<file path="src/rtl/uart_pkg.sv">
// Shared types and default constants for the memory-mapped UART transmitter.
package uart_pkg;

  typedef enum logic [1:0] {
    IDLE  = 2'd0,
    START = 2'd1,
    DATA  = 2'd2,
    STOP  = 2'd3
  } tx_state_t;

  localparam logic [31:0] TX_ADDR_DEFAULT      = 32'h0000_8000;
  localparam int          CLKS_PER_BIT_DEFAULT = 4;

endpackage

</file>
<file path="src/rtl/byte_fifo.sv">
// Power-of-two circular byte queue with registered full/empty flags.
// A same-edge push is accepted at full only when a pop frees a slot.
module byte_fifo #(
  parameter int DEPTH = 8,
  parameter int WIDTH = 8
) (
  input  logic             clk,
  input  logic             reset,
  input  logic             push,
  input  logic             pop,
  input  logic [WIDTH-1:0] din,
  output logic [WIDTH-1:0] dout,
  output logic             full,
  output logic             empty
);
  localparam int AW = $clog2(DEPTH);
  localparam logic [AW:0]   DEPTH_CNT = (AW + 1)'(DEPTH);
  localparam logic [AW-1:0] PTR_ONE   = AW'(1);
  localparam logic [AW:0]   CNT_ONE   = (AW + 1)'(1);

  logic [WIDTH-1:0] mem_q [DEPTH];
  logic [AW-1:0]    wr_ptr_q, wr_ptr_d;
  logic [AW-1:0]    rd_ptr_q, rd_ptr_d;
  logic [AW:0]      count_q, count_d;
  logic             full_q, full_d;
  logic             empty_q, empty_d;
  logic             do_push_s, do_pop_s;

  // Accept/advance decisions and next occupancy
  always_comb begin
    do_pop_s  = pop && !empty_q;
    do_push_s = push && (!full_q || do_pop_s);
    wr_ptr_d  = do_push_s ? (wr_ptr_q + PTR_ONE) : wr_ptr_q;
    rd_ptr_d  = do_pop_s ? (rd_ptr_q + PTR_ONE) : rd_ptr_q;
    case ({do_push_s, do_pop_s})
      2'b10:   count_d = count_q + CNT_ONE;
      2'b01:   count_d = count_q - CNT_ONE;
      default: count_d = count_q;
    endcase
    full_d  = (count_d == DEPTH_CNT);
    empty_d = (count_d == {(AW + 1){1'b0}});
  end

  // Pointer, occupancy and flag registers
  always_ff @(posedge clk or negedge reset) begin
    if (!reset) begin
      wr_ptr_q <= {AW{1'b0}};
      rd_ptr_q <= {AW{1'b0}};
      count_q  <= {(AW + 1){1'b0}};
      full_q   <= 1'b0;
      empty_q  <= 1'b1;
    end else begin
      wr_ptr_q <= wr_ptr_d;
      rd_ptr_q <= rd_ptr_d;
      count_q  <= count_d;
      full_q   <= full_d;
      empty_q  <= empty_d;
    end
  end

  // Storage array; contents are don't-care until written
  always_ff @(posedge clk) begin
    if (do_push_s) begin
      mem_q[wr_ptr_q] <= din;
    end
  end

  assign dout  = mem_q[rd_ptr_q];
  assign full  = full_q;
  assign empty = empty_q;

endmodule

</file>
<file path="src/rtl/mmio_uart_tx.sv">
// Memory-mapped 8N1 UART transmitter: stores to TX_ADDR queue bytes that
// the FSM drains back-to-back onto a flop-driven serial line.
module mmio_uart_tx
  import uart_pkg::*;
#(
  parameter logic [31:0] TX_ADDR      = TX_ADDR_DEFAULT,
  parameter int          CLKS_PER_BIT = CLKS_PER_BIT_DEFAULT,
  parameter int          DEPTH        = 8
) (
  input  logic        clk,
  input  logic        reset,
  input  logic        data_write,
  input  logic [31:0] data_address,
  input  logic [7:0]  data,
  output logic        tx,
  output logic        busy,
  output logic        fifo_full,
  output logic        fifo_empty,
  output logic        overflow
);
  localparam int BW = $clog2(CLKS_PER_BIT);
  localparam logic [BW-1:0] BAUD_LAST = BW'(CLKS_PER_BIT - 1);
  localparam logic [BW-1:0] BAUD_ONE  = BW'(1);
  localparam logic [BW-1:0] BAUD_ZERO = BW'(0);

  tx_state_t   state_q, state_d;
  logic [BW-1:0] baud_q, baud_d;
  logic [2:0]  bit_q, bit_d;
  logic [7:0]  shift_q, shift_d;
  logic        tx_q, tx_d;
  logic        busy_q, busy_d;
  logic        overflow_q, overflow_d;

  logic        addr_hit_s;
  logic        baud_end_s;
  logic        fifo_push_s, fifo_pop_s;
  logic        fifo_full_s, fifo_empty_s;
  logic [7:0]  fifo_dout_s;

  byte_fifo #(
    .DEPTH (DEPTH),
    .WIDTH (8)
  ) u_fifo (
    .clk   (clk),
    .reset (reset),
    .push  (fifo_push_s),
    .pop   (fifo_pop_s),
    .din   (data),
    .dout  (fifo_dout_s),
    .full  (fifo_full_s),
    .empty (fifo_empty_s)
  );

  // Store decode; a slot freed by a same-edge pop still admits the byte
  always_comb begin
    addr_hit_s  = data_write && (data_address == TX_ADDR);
    fifo_push_s = addr_hit_s && (!fifo_full_s || fifo_pop_s);
    overflow_d  = overflow_q || (addr_hit_s && fifo_full_s && !fifo_pop_s);
  end

  // Frame sequencer: next state, baud/bit counters, shifter and line level
  always_comb begin
    state_d    = state_q;
    baud_d     = baud_q;
    bit_d      = bit_q;
    shift_d    = shift_q;
    tx_d       = tx_q;
    fifo_pop_s = 1'b0;
    baud_end_s = (baud_q == BAUD_LAST);
    case (state_q)
      IDLE: begin
        baud_d = BAUD_ZERO;
        bit_d  = 3'd0;
        if (!fifo_empty_s) begin
          fifo_pop_s = 1'b1;
          shift_d    = fifo_dout_s;
          tx_d       = 1'b0;
          state_d    = START;
        end else begin
          tx_d = 1'b1;
        end
      end
      START: begin
        if (baud_end_s) begin
          baud_d  = BAUD_ZERO;
          bit_d   = 3'd0;
          tx_d    = shift_q[0];
          shift_d = {1'b0, shift_q[7:1]};
          state_d = DATA;
        end else begin
          baud_d = baud_q + BAUD_ONE;
        end
      end
      DATA: begin
        if (baud_end_s) begin
          baud_d = BAUD_ZERO;
          if (bit_q == 3'd7) begin
            tx_d    = 1'b1;
            state_d = STOP;
          end else begin
            bit_d   = bit_q + 3'd1;
            tx_d    = shift_q[0];
            shift_d = {1'b0, shift_q[7:1]};
          end
        end else begin
          baud_d = baud_q + BAUD_ONE;
        end
      end
      STOP: begin
        if (baud_end_s) begin
          baud_d = BAUD_ZERO;
          // Chain straight into the next start bit when more bytes wait
          if (!fifo_empty_s) begin
            fifo_pop_s = 1'b1;
            shift_d    = fifo_dout_s;
            tx_d       = 1'b0;
            state_d    = START;
          end else begin
            tx_d    = 1'b1;
            state_d = IDLE;
          end
        end else begin
          baud_d = baud_q + BAUD_ONE;
        end
      end
      default: begin
        baud_d  = BAUD_ZERO;
        bit_d   = 3'd0;
        tx_d    = 1'b1;
        state_d = IDLE;
      end
    endcase
    busy_d = (state_d != IDLE);
  end

  // Sequencer and status registers
  always_ff @(posedge clk or negedge reset) begin
    if (!reset) begin
      state_q    <= IDLE;
      baud_q     <= BAUD_ZERO;
      bit_q      <= 3'd0;
      shift_q    <= 8'h00;
      tx_q       <= 1'b1;
      busy_q     <= 1'b0;
      overflow_q <= 1'b0;
    end else begin
      state_q    <= state_d;
      baud_q     <= baud_d;
      bit_q      <= bit_d;
      shift_q    <= shift_d;
      tx_q       <= tx_d;
      busy_q     <= busy_d;
      overflow_q <= overflow_d;
    end
  end

  assign tx         = tx_q;
  assign busy       = busy_q;
  assign fifo_full  = fifo_full_s;
  assign fifo_empty = fifo_empty_s;
  assign overflow   = overflow_q;

endmodule

</file>
<file path="config.mk">
export PLATFORM = sky130hd
export DESIGN_NAME = mmio_uart_tx
export DESIGN_NICKNAME = d
export VERILOG_FILES = /design/src/rtl/uart_pkg.sv /design/src/rtl/byte_fifo.sv /design/src/rtl/mmio_uart_tx.sv
export SDC_FILE = /design/constraint.sdc
export NUM_CORES = 1
export LEC_CHECK = 0
export CAP_MARGIN = 20
export CORE_UTILIZATION = 56
export DETAILED_ROUTE_END_ITERATION = 6
export PLACE_DENSITY = 0.84
export SLEW_MARGIN = 0
export SYNTH_ARGS = -nofsm -noshare
export SYNTH_HDL_FRONTEND = slang
export SYNTH_SLANG_ARGS = --single-unit
</file>
<file path="constraint.sdc">
create_clock -name clk -period 3.7 [get_ports clk]
set_input_delay 0.555 -clock clk [delete_from_list [all_inputs] [get_ports clk]]
set_output_delay 0.555 -clock clk [all_outputs]
set_load 0.02 [all_outputs]
</file>
; ---- After elaboration in Yosys (flattened, before gate mapping)
; Memories as Yosys holds them, arrays and structs flattened.
; Index checks and enable logic that the tools add are counted.
[totals]
register_bits = 30
latchBits = 0
ram_bits = 64
rom_bits = 0
n_memories = 1
[classes]
n_addsub = 6
mul = 0
div = 0
n_lt_le_gt_ge = 0
n_eq_ne = 13
shift = 0
n_mux = 31
n_bitwise = 0
n_reduce_logical = 20
[mem_list]
columns = memory, depth, width, read_ports, rd_ports_with_merged_regs, wr, line
row1 = u_fifo.mem_q, 8, 8, 1, 0, 1, byte_fifo.sv:21  ; logic [WIDTH-1:0] mem_q [DEPTH];
[op_table]
columns = op, n
row1 = 2-to-1 mux 8 bit, 5
row2 = equality test 32 x 16 -> 1 bit (second input constant), 1
row3 = one-hot mux 8 bit (4 select lines), 1
row4 = 2-to-1 mux 2 bit, 6
row5 = 2-to-1 mux 1 bit, 10
row6 = adder 3 x 1 -> 3 bit (second input constant), 3
row7 = 2-to-1 mux 3 bit, 3
row8 = one-hot mux 3 bit (3 select lines), 1
row9 = equality test 2 bit (second input constant), 4
row10 = != test 2 bit (second input constant), 4
row11 = one-hot mux 2 bit (4 select lines), 1
row12 = one-hot mux 4 bit (2 select lines), 1
row13 = AND reduction 4 bit, 2
row14 = logical AND 1 bit, 6
row15 = adder 4 x 1 -> 4 bit (second input constant), 1
row16 = equality test 2 x 1 -> 1 bit (second input constant), 2
row17 = equality test 4 bit (second input constant), 1
row18 = zero test 4 bit, 1
row19 = one-hot mux 1 bit (4 select lines), 1
row20 = one-hot mux 2 bit (2 select lines), 1
row21 = subtractor 4 x 1 -> 4 bit (second input constant), 1
row22 = equality test 3 bit (second input constant), 1
row23 = zero test 1 bit, 3
row24 = logical OR 1 bit, 3
row25 = 7 further kinds, 7

; ---- Longest topological paths before layout
[logic_depth]
word_depth = 9
ltp_mapped = 13

; ---- By module
; Synthesis repeated with hierarchy kept, for this count alone.
[hier_totals]
cells_unflattened = 276
area_unflattened_um2 = 4240.3
[modules_own_cells]
columns = mod, n_inst, cells_each, area_per_inst_um2, seq_area_each_um2
row1 = byte_fifo, 1, 165, 3166.8, 2223.4
row2 = mmio_uart_tx, 1, 111, 1073.5, 451.7

; ---- Worst setup path after synthesis
; OpenSTA, ideal clock, no wires.
[synth_path]
path_type = flip-flop to flip-flop
start = register state_q[0]
end = register u_fifo.empty_q, in the netlist u_fifo.empty
setup_time_ps = 89
arrival_ps = 3249
path_slack_ps = 361
stages_incl_launch_ff = 12
path_buffers = 1
synth_period_minus_slack_ps = 3339
cell_sequence = dfrtp_1 > inv_1 > ha_1 > o31ai_1 > or4b_4 > buf_6 > ha_1 > xor2_1 > ha_1 > mux2_2 > a2111o_1 > a211oi_1
[synth_via]
elab_chain_cells = 8
elab_cells_between_ends = 12
classes_between = eq/ne (3) / mux (2) / reduce/logical (7)
[synth_lines]
columns = element, line
row1 = "start, declared", mmio_uart_tx.sv:26  ; tx_state_t state_q, state_d;
row2 = "start signal, assigned", mmio_uart_tx.sv:147  ; state_q <= state_d;
row3 = equality test 2 bit / zero test 2 bit (equally long branches), mmio_uart_tx.sv:70  ; case (state_q)
row4 = one-hot mux 1 bit (2 select lines) *, mmio_uart_tx.sv:70
row5 = logical OR 1 bit / logical AND 1 bit (equally long branches), "mmio_uart_tx.sv:57, byte_fifo.sv:31"
row6 = logical AND 1 bit / logical OR 1 bit (equally long branches), "mmio_uart_tx.sv:57, byte_fifo.sv:32"
row7 = logical AND 1 bit, byte_fifo.sv:32  ; do_push_s = push && (!full_q || do_pop_s);
row8 = equality test 2 x 1 -> 1 bit / equality test 2 bit (equally long branches), byte_fifo.sv:35  ; case ({do_push_s, do_pop_s})
row9 = one-hot mux 4 bit (2 select lines) *, byte_fifo.sv:35
row10 = via u_fifo.count_d[1], byte_fifo.sv:24  ; logic [AW:0] count_q, count_d;
row11 = zero test 4 bit *, byte_fifo.sv:41  ; empty_d = (count_d == {(AW + 1){1'b0}});
row12 = via u_fifo.empty_d, byte_fifo.sv:26  ; logic empty_q, empty_d;
row13 = "end signal, assigned", byte_fifo.sv:57  ; empty_q <= empty_d;
row14 = "end, declared", byte_fifo.sv:26
; The timed path passes the listed nets; every way through them passes the cells marked *.
; A chain may end at the register's enable or synchronous reset.

; ---- Worst setup path in the final report
; Ends and elaborated chain as after synthesis.

==> results.py <==
metrics = {
    "routing": {
        "vias": 2475,
        "firstDrtPassIters": 4,
        "dr.first_iter.drc_count": 108,
        "drt-total-wl_microns": 7590,
        "drc": 0,
        "routedWlPerCell_microns": 17.6,
        "vias_per_cell": 5.74,
        "ant_nets": 0,
    },
    "global_route": {
        "grt.busiest_layer": "met2",
        "grt.total_usage_pct": 21.7,
        "grt_overflow_total": 0,
        "antenna_found_initial": 0,
        "grtUsageMet1_pct": 25.8,
        "grt_max_degree": 31,
        "grt_pass1_vias": 2515,
        "use_met2_pct": 38.3,
        "grt.met3_usage_pct": 5.75,
        "grt_pass1_wl_microns": 12000,
    },
    "critical_path": {
        "worst_setup_path_end_kind": "flop",
        "critPathArrivalTime_ns": 3.74,
        "r2r-end": "u_fifo.empty$_DFF_PN1_",
        "cp-start-kind": "flop",
        "r2r_slack_ns": 0.23,
        "critical_path_class": "reg2reg",
        "crit_required_ns": 3.97,
        "r2r-start": "state_q[0]$_DFF_PN0_",
        "path_max_fanout": 7,
        "r2r_cells": 10,
    },
    "power_and_ir_drop": {
        "leakage_nw": 1.84,
        "p_int_mw": 1.55,
        "p_sw_mw": 0.430,
        "swShare_pct": 21.7,
        "p_comb_share_pct": 5.1,
        "power_frac_clock_pct": 35.5,
        "total_power_mw": 1.98,
        "power.density_mw_per_mm2": 395,
        "ir_worst_vdd_mv": 0.364,
        "seqPwrFrac_pct": 59.4,
    },
    "placement": {
        "dpl_cell_area_sq_mm": 0.00481,
        "place.detailed.hpwl_microns": 5440,
        "globalplace.congestion": 0.744,
        "portBuffers": 47,
    },
    "timing": {
        "hold_viol": 0,
        "grt_setup_unrepaired": "no",
        "setup_violations": 0,
        "period_share_pct": 93.8,
        "tightest_slew_ns": 0.856,
        "fin_crit_ns": 3.47,
        "drv_slew": 0,
        "fin_setup_tns_ns": 0,
        "whs_ns": 0.446,
        "finalClockSkew_ns": 0.00718,
        "timing.fmax_mhz": 288,
        "relSlewSlack_pct": 43.0,
    },
    "clocking": {
        "cts_resized": 0,
        "post-cts-setup-buffers": 0,
        "cts-hold-fix-buffers": 0,
        "root_buffer": "clkbuf_8",
        "cts_tree": "built",
        "cts_buffers": 9,
        "clk_pin_slew_worst_paths_ns": 0.10,
        "clk_path_buf_depth": 2,
        "insertion_delay_ns": 0.36,
        "htree_levels": 3,
        "cts.sinks": 94,
    },
    "synthesis": {
        "ys_seq_area_share_pct": 64.7,
        "synthFlopType": "edfxtp_1",
        "ys_async_sr_fraction_pct": 31.9,
        "ys_types": 54,
        "syn-instance-count": 262,
        "avgSynthCellArea_sq_um": 15.8,
        "synth_fp_nets": 318,
        "synth_edf_count": 64,
        "synth-seq-cells": 94,
        "synth_area_sq_mm": 0.00414,
        "yosysWarningCount": 0,
    },
    "finish": {
        "final_cell_area_sq_mm": 0.00503,
        "final_nets": 386,
        "antennaDiodeCount": 0,
        "final_common_cell": "edfxtp_1",
        "area_growth_pct": 21.5,
        "mostFrequentLayoutCells": "64 x edfxtp_1, 47 x clkdlybuf4s50_1, 28 x dfrtp_1",
        "drive_gt1_share_pct": 19.1,
    },
    "die": {
        "die_width_microns": 88.0,
        "die_area_sq_mm": 0.00774,
        "core_area_sq_mm": 0.00698,
        "row_count": 30,
        "die_y_microns": 88.0,
        "ioPinCount": 48,
        "start_util_pct": 59.3,
    },
    "worst_hold_path": {
        "whs_endpoint": "baud_q[0]$_DFF_PN0_",
        "min_from": "baud_q[0]$_DFF_PN0_",
        "hold_class": "reg2reg",
        "min_delay_path_depth": 1,
    },
    "job": {
        "maxCapViolations": 0,
    },
    "outcome": {
        "status": "finished clean",
    },
}
cells in the mapped netlist (all sizes together) (4+ instances only):
cell    count  area [sq um]
edfxtp     64          1920
dfrtp      28           701
mux4       16           360
nor2       15          56.3
ha         13           163
o21ai      12          60.1
inv        11          41.3
mux2i       8          80.1
nor4        8          68.8
a221o       7          70.1
buf         7          46.3
nand2       7          26.3
nor3        7          35.0
a21oi       6          33.8
xnor2       5          43.8
nand3       4          20.0
worst max-delay path, cell delays in order (launching register included):
cell and delay, ns:
dfrtp_1 0.45, inv_1 0.11, ha_1 0.38, o31ai_1 0.34
or4b_4 0.51, ha_1 0.23, xor2_1 0.17, ha_1 0.27
mux2_2 0.28, a2111o_1 0.40, a211oi_1 0.23
how the worst max path moves through the flow:
stage                                     from                      to  slack [ns]  cells past startpoint
after detailed placement            data_write  u_fifo.empty$_DFF_PN1_       0.002                     10
final                     state_q[0]$_DFF_PN0_  u_fifo.empty$_DFF_PN1_        0.23                     10
after global placement              data_write  u_fifo.empty$_DFF_PN1_        0.13                     10
after global routing      state_q[0]$_DFF_PN0_  u_fifo.empty$_DFF_PN1_        0.08                     10
after CTS                 state_q[0]$_DFF_PN0_  u_fifo.empty$_DFF_PN1_        0.23                     10
after floorplan           state_q[0]$_DFF_PN0_  u_fifo.empty$_DFF_PN1_        0.36                     11
kinds of logic (layout without fill, tap and decap cells):
logic type | count (synthesis) | in the layout | synth area share, %
flip-flops | 94 | 94 | 64.7
AND/OR/NAND/NOR | 63 | 63 | 9.37
AO/OA/AOI/OAI | 38 | 38 | 6.68
multiplexers | 27 | 27 | 11.5
buffers and inverters | 19 | 92 | 2.21
adder cells (fa/ha/maj) | 13 | 13 | 3.93
XOR/XNOR | 8 | 8 | 1.69
stage by stage:
| step | utilization, % | setup slack, ns | std cells |
|---|---|---|---|
| final | 72.0 | 0.229 | 431 |
| after global routing | 72.0 | 0.0801 | 431 |
| after CTS | 72.0 | 0.228 | 431 |
| after detailed placement | 68.9 | 0.00202 | 415 |
| after global placement | 68.9 | 0.129 | 415 |
| after floorplan | - | 0.361 | 262 |
sequential cells by signal, indices dropped and copies added, names as in the netlist:
signal	cells
overflow	1
u_fifo.wr_ptr_q	3
state_q	2
shift_q	8
bit_q	3
u_fifo.count_q	4
u_fifo.mem_q	64
baud_q	2
u_fifo.rd_ptr_q	3
u_fifo.empty	1
busy	1
tx	1
u_fifo.full	1
layer usage:
layer | up-vias | part of all wire (%)
li1 | 1163 | -
met1 | 1233 | 40
met2 | 69 | 52
met3 | 10 | 6.4
met4 | 0 | 1.4
met5 | - | 0
layout make-up:
type | instances | area (sq um)
Multi-Input combinational cell | 149 | 1370
Timing Repair Buffer | 65 | 606
Tap cell | 96 | 120
Fill cell | 463 | 1950
Clock inverter | 7 | 90.1
Clock buffer | 9 | 124
Inverter | 11 | 41.3
Sequential cell | 94 | 2680
power by group through the flow:
stage          Clock, mW  Sequential (mW)  Combinational (mW)
2_1_floorplan          0             1.19              0.0364
3_3_place_gp           0             1.20              0.0975
3_5_place_dp           0             1.20               0.102
4_1_cts            0.721             1.18               0.102
5_1_grt            0.754             1.18               0.110
6_report           0.705             1.18               0.101
Power figures use the tool's default switching activity.
==> variant 1: new RTL, same settings <==
`DEPTH` is set to 8 in 2 places; all go to 16.
--- a/src/rtl/byte_fifo.sv
+++ b/src/rtl/byte_fifo.sv
@@ -3,3 +3,3 @@
 module byte_fifo #(
-  parameter int DEPTH = 8,
+  parameter int DEPTH = 16,
   parameter int WIDTH = 8
--- a/src/rtl/mmio_uart_tx.sv
+++ b/src/rtl/mmio_uart_tx.sv
@@ -7,3 +7,3 @@
   parameter int          CLKS_PER_BIT = CLKS_PER_BIT_DEFAULT,
-  parameter int          DEPTH        = 8
+  parameter int          DEPTH        = 16
 ) (
Formal check against the unedited RTL: not equivalent (Yosys sat finds a counterexample within 10 cycles, from zero or initial values and one cycle with reset low).
==> variant 1 against the unedited design <==
  * Routed wire length increased by 91%
  * Total power up 92%
  * Cell area up 66%
  * Critical path depth is 3 higher
  * Count of clock-buffer cells in the layout is 9 higher
  * Area after synthesis rose by 68%
  * Sequential cell count is 67 higher
  * Worst setup slack worse by 22 ps
  * Non-clock buffer count grew 3
  * Critical path type unchanged
  * Critical endpoint is now u_fifo.full$_DFF_PN0_
  * Largest power group unchanged
==> variant 1: results (changes against the unedited design) <==
Power
  – Clock group: 0.00178 W (+150%)
  – VDD IR max: 0.333 mV (-8.6%)
  – Pwr Total: 0.00381 W (+92%)
  – Part of the power in combinational logic: 0.020 (-0.031)
  – Pint: 0.00307 W (+98%)
  – P_leak: 2.84 nW (+54%)

Final layout
  – Fillcell total: 744 (+61%)
  – Layout cell share with drive strength beyond 1: 0.217 (+0.0258)
  – Clock network area share: 0.0734 (+0.0308)
  – Inverters: 18 (+7)
  – Nonclk buf count: 68 (+4.6%)
  – Nets: 545 (+41%)
  – # clk buffers: 18 (+9)
  – Largest regs: u_fifo.mem_q: 128 flops, shift_q: 8 flops, u_fifo.count_q: 5 flops
  – Buffer share of cell area: 0.0755 (-0.0450)
  – Seq Cell Count: 161 (+71%)
  – Multi-input gate share of total cell area: 0.256 (-0.0166)
  – Synthesis-to-layout area growth: 19.6%
  – Sequential cell area share: 0.561 (+0.0293)

Timing
  – Max Clock Skew: 10.7 ps (+3.54 ps)
  – Slew at the pin closest to its max-slew limit: 1070 ps (+216 ps)

Yosys
  – EDFF count, synth: 128 (+100%)
  – Syn Inst Count: 421 (+61%)
  – Sequential fraction of the synthesis area: 0.671 (+0.0247)
  – Synth cell types: 53 (-1.9%)
  – Share of synthesized registers carrying an async set or reset: 0.205 (-0.114)
  – Most frequent cells after synthesis: 128 x edfxtp_1, 32 x mux4_2, 31 x dfrtp_1
  – Area share of the largest cell type after synthesis: 0.552 (+0.0878)
  – Synth top area cells: edfxtp_1 55%, dfrtp_1 11%, mux4_2 10%, ha_1 3.1%, a21oi_1 1.6%

Run status
  – Status: finished, final reports clean

Global route
  – GRT met3 Usage: 0.0441 (-0.0134)
  – Total GRT Usage: 0.247 (+0.0294)
  – First-pass GRT wire length: 22600 microns (+89%)
  – Largest net degree at the start of global routing: 34 (+9.7%)
  – Met1 Use GR: 0.307 (+0.0484)
  – Met2 Usage GRT: 0.424 (+0.0413)

CTS
  – CTS Buf Count: 17 (+8)
  – Root Buffer: clkbuf_16
  – Clock transition at path regs: 60 ps (-40 ps)
  – H-tree levels: 4 (+1)
  – Clock latency on the worst-skew pair: 420 ps (+60 ps)

Setup path
  – Crit-path max FO: 9 (+2)
  – Arrival time worst endpoint: 3840 ps (+100 ps)

Floorplan
  – Die width: 113 microns (+29%)

Detailed routing
  – WL final: 14500 microns (+91%)
  – Vias per cell: 5.91 (+3.0%)
  – Drt initial violations: 289 (+170%)
  – DRT Pass-1 Iters: 5 (+1)
  – Via count of the routed design: 3939 (+59%)

Place
  – Pre-CTS WS: -71.8 ps (-73.8 ps)
  – Final HPWL DP: 9700 microns (+78%)
  – Placed Cells: 634 (+53%)
  – GP Congestion: 0.836 (+12%)
[variant 1: changes by cell type in the layout (fill, tap and decap cells not counted), moves of 7 or more]
cell / change
a221o_1: -7
a211oi_1: +13
clkbuf_8: -9
edfxtp_1: +64
clkbuf_16: +17
a21oi_1: +17
nand2_1: +8
mux4_2: +16
nor2b_1: +8
[variant 1: critical path, stage by stage, from the launching register on]
cell,delay [ps]
dfrtp_1,410
inv_1,110
ha_1,320
or3_4,440
a2111oi_4,460
inv_4,60
ha_1,300
xor2_1,190
ha_1,240
a21oi_1,170
mux2i_1,230
xnor2_1,120
a211o_1,260
nor2b_1,110
[variant 1: kinds of logic (layout without fill, tap and decap cells)]
family / Yosys count / in the layout / share of synthesized area
DFF: 161 / 161 / 0.671
and+or+nand+nor: 86 / 86 / 0.0737
AOI/OAI and AO/OA: 56 / 56 / 0.0559
muxes: 48 / 48 / 0.127
buffers and inverters: 41 / 118 / 0.0261
adders and majority gates: 17 / 17 / 0.0306
xor gates and xnor gates: 12 / 12 / 0.0151
[variant 1: routing by layer]
layer	part of all wire	routed length [microns]
met1	0.39	5720
met2	0.54	7850
met3	0.042	616
met4	0.024	344
met5	0	0
[variant 1: final timing paths]
path | from | to | slack (ps) | cells past startpoint
min | baud_q[0]$_DFF_PN0_ | baud_q[0]$_DFF_PN0_ | 440 | 1
max reg2reg | state_q[0]$_DFF_PN0_ | u_fifo.full$_DFF_PN0_ | 210 | 13
max | state_q[0]$_DFF_PN0_ | u_fifo.full$_DFF_PN0_ | 210 | 13
max in group asynchronous | reset | tx$_DFFE_PN1P_ | 2820 | 2
min reg2reg | baud_q[0]$_DFF_PN0_ | baud_q[0]$_DFF_PN0_ | 440 | 1
min in group asynchronous | reset | u_fifo.wr_ptr_q[0]$_DFFE_PN0P_ | 540 | 2
==> variant 2: new RTL, config.mk and constraints unchanged <==
Without the edit above. Re-encode `tx_state_t` (4 states) as one-hot, 4 bits wide.
--- a/src/rtl/uart_pkg.sv
+++ b/src/rtl/uart_pkg.sv
@@ -3,7 +3,7 @@
 
-  typedef enum logic [1:0] {
-    IDLE  = 2'd0,
-    START = 2'd1,
-    DATA  = 2'd2,
-    STOP  = 2'd3
+  typedef enum logic [3:0] {
+    IDLE  = 4'b0001,
+    START = 4'b0010,
+    DATA  = 4'b0100,
+    STOP  = 4'b1000
   } tx_state_t;
Behaviour: no difference found for any inputs over 10 cycles, from zero or initial values and one cycle with reset low; not proved beyond that.
==> variant 2 against the unedited design <==
  * Synthesized cell count rose by 9.9%
  * Total power fell by 2.7%
  * Clock power fell by 6.5%
  * Clock skew rose by 5.1 ps
  * Area after synthesis rose by 0.82%
  * Sequential cell count rose by 2
  * Cell area fell by 0.35%
  * Global-route usage rose by 0.47 points
  * Routed wire length rose by 2.7%
  * Worst setup slack improved by 160 ps
  * Sequential share of layout area rose by 1.2 points
  * Count of clock-buffer cells in the layout did not move
  * Critical path type unchanged
  * Largest cell class unchanged
==> variant 2: results (changes against the unedited design) <==
Run status
  – Status: finished, final reports clean

Global route
  – Number of global-route vias before repair: 2472 (-1.7%)
  – Largest net degree at the start of global routing: 33 (+6.5%)
  – GRT met3 Usage: 0.0513 (-0.00619)
  – Total GRT Usage: 0.222 (+0.00468)
  – Met2 Usage GRT: 0.370 (-0.0127)
  – Met1 Use GR: 0.289 (+0.0314)

Power
  – P_leak: 1.85 nW (+1.0%)

Final layout
  – Nonclk buf count: 61 (-6.2%)
  – Fillcell total: 495 (+6.9%)
  – Multi-input gate share of total cell area: 0.271 (-0.00179)
  – Inverters: 9 (-2)
  – Multi-input gates: 170 (+14%)
  – Largest regs: u_fifo.mem_q: 64 flops, shift_q: 8 flops
  – Buffer share of cell area: 0.115 (-0.00557)
  – Register area: 2730 sq um (+1.9%)
  – Seq Cell Count: 96 (+2.1%)

Detailed routing
  – Routed wl met3: 295 microns (-39%)
  – Metal2 WL: 4030 microns (+1.9%)
  – DR WL/cell: 17.3 microns (-1.9%)
  – Wire length on met1: 3350 microns (+9.8%)
  – Via count of the routed design: 2527 (+2.1%)
  – Drt initial violations: 143 (+32%)

Place
  – Pre-CTS WS: 198 ps (+196 ps)
  – Final HPWL DP: 5320 microns (-2.2%)
  – GP Congestion: 0.754 (+1.3%)

Yosys
  – Synth top area cells: edfxtp_1 46%, dfrtp_1 17%, mux4_2 8.6%, ha_1 2.4%, nand2_1 2.0%
  – Share of synthesized registers carrying an async set or reset: 0.333 (+0.0142)
  – Syn nets: 339 (+6.6%)
  – Most frequent cells after synthesis: 64 x edfxtp_1, 29 x dfrtp_1, 22 x nand2_1, 22 x nor2_1, 16 x mux4_2
  – Sequential fraction of the synthesis area: 0.654 (+0.00706)

Min path
  – Critical hold path startpoint: baud_q[0]$_DFF_PN0_

Setup path
  – Crit-path max FO: 17 (+10)
  – Slowest stage cell, crit path: dfstp_2
  – CP peak stage delay: 710 ps (+200 ps)

Timing
  – Max Clock Skew: 12.3 ps (+5.12 ps)
  – Slew HR: 0.344 (-0.0855)
-- variant 2: cell count changes after synthesis, moves of 6 or more --
| cell | delta |
|---|---|
| o31ai_1 | +6 |
| nand2_1 | +15 |
| o22ai_1 | +8 |
| o21ai_0 | -6 |
| a221o_1 | -7 |
| nor2_1 | +7 |
| mux2i_1 | -7 |
| nand2b_1 | +7 |
| clkbuf_1 | +8 |
-- variant 2: logic make-up after synthesis --
family	after synthesis	synth area share
DFF	96	0.654
xor gates and xnor gates	10	0.0210
muxes	20	0.0969
adders and majority gates	8	0.0240
and+or+nand+nor	91	0.115
buffers and inverters	22	0.0210
AOI/OAI and AO/OA	41	0.0681
-- variant 2: metrics by stage --
stage / instance area [sq um] / cells / power (W)
6_report: 5010 / 451 / 0.00193
5_1_grt: 5010 / 451 / 0.00200
4_1_cts: 5010 / 451 / 0.00194
3_5_place_dp: 4820 / 435 / 0.00130
3_3_place_gp: 4820 / 435 / 0.00129
2_1_floorplan: 4170 / 288 / 0.00123
-- variant 2: power by group --
group	internal, W	total [W]	switching [W]
Combinational	0.0000527	0.0000858	0.0000331
Clock	0.000265	0.000659	0.000394
Sequential	0.00117	0.00119	0.0000148
-- variant 2: path summary, 6_finish.rpt --
| kind | endpoint | slack (ps) | cells after the start |
|---|---|---|---|
| max | u_fifo.full$_DFF_PN0_ | 390 | 12 |
| min | baud_q[0]$_DFF_PN0_ | 450 | 1 |
| max reg2reg | u_fifo.full$_DFF_PN0_ | 390 | 12 |
| min reg2reg | baud_q[0]$_DFF_PN0_ | 450 | 1 |
| max in group asynchronous | state_q[0]$_DFF_PN1_ | 2810 | 2 |
| min in group asynchronous | u_fifo.count_q[0]$_DFF_PN0_ | 580 | 2 |
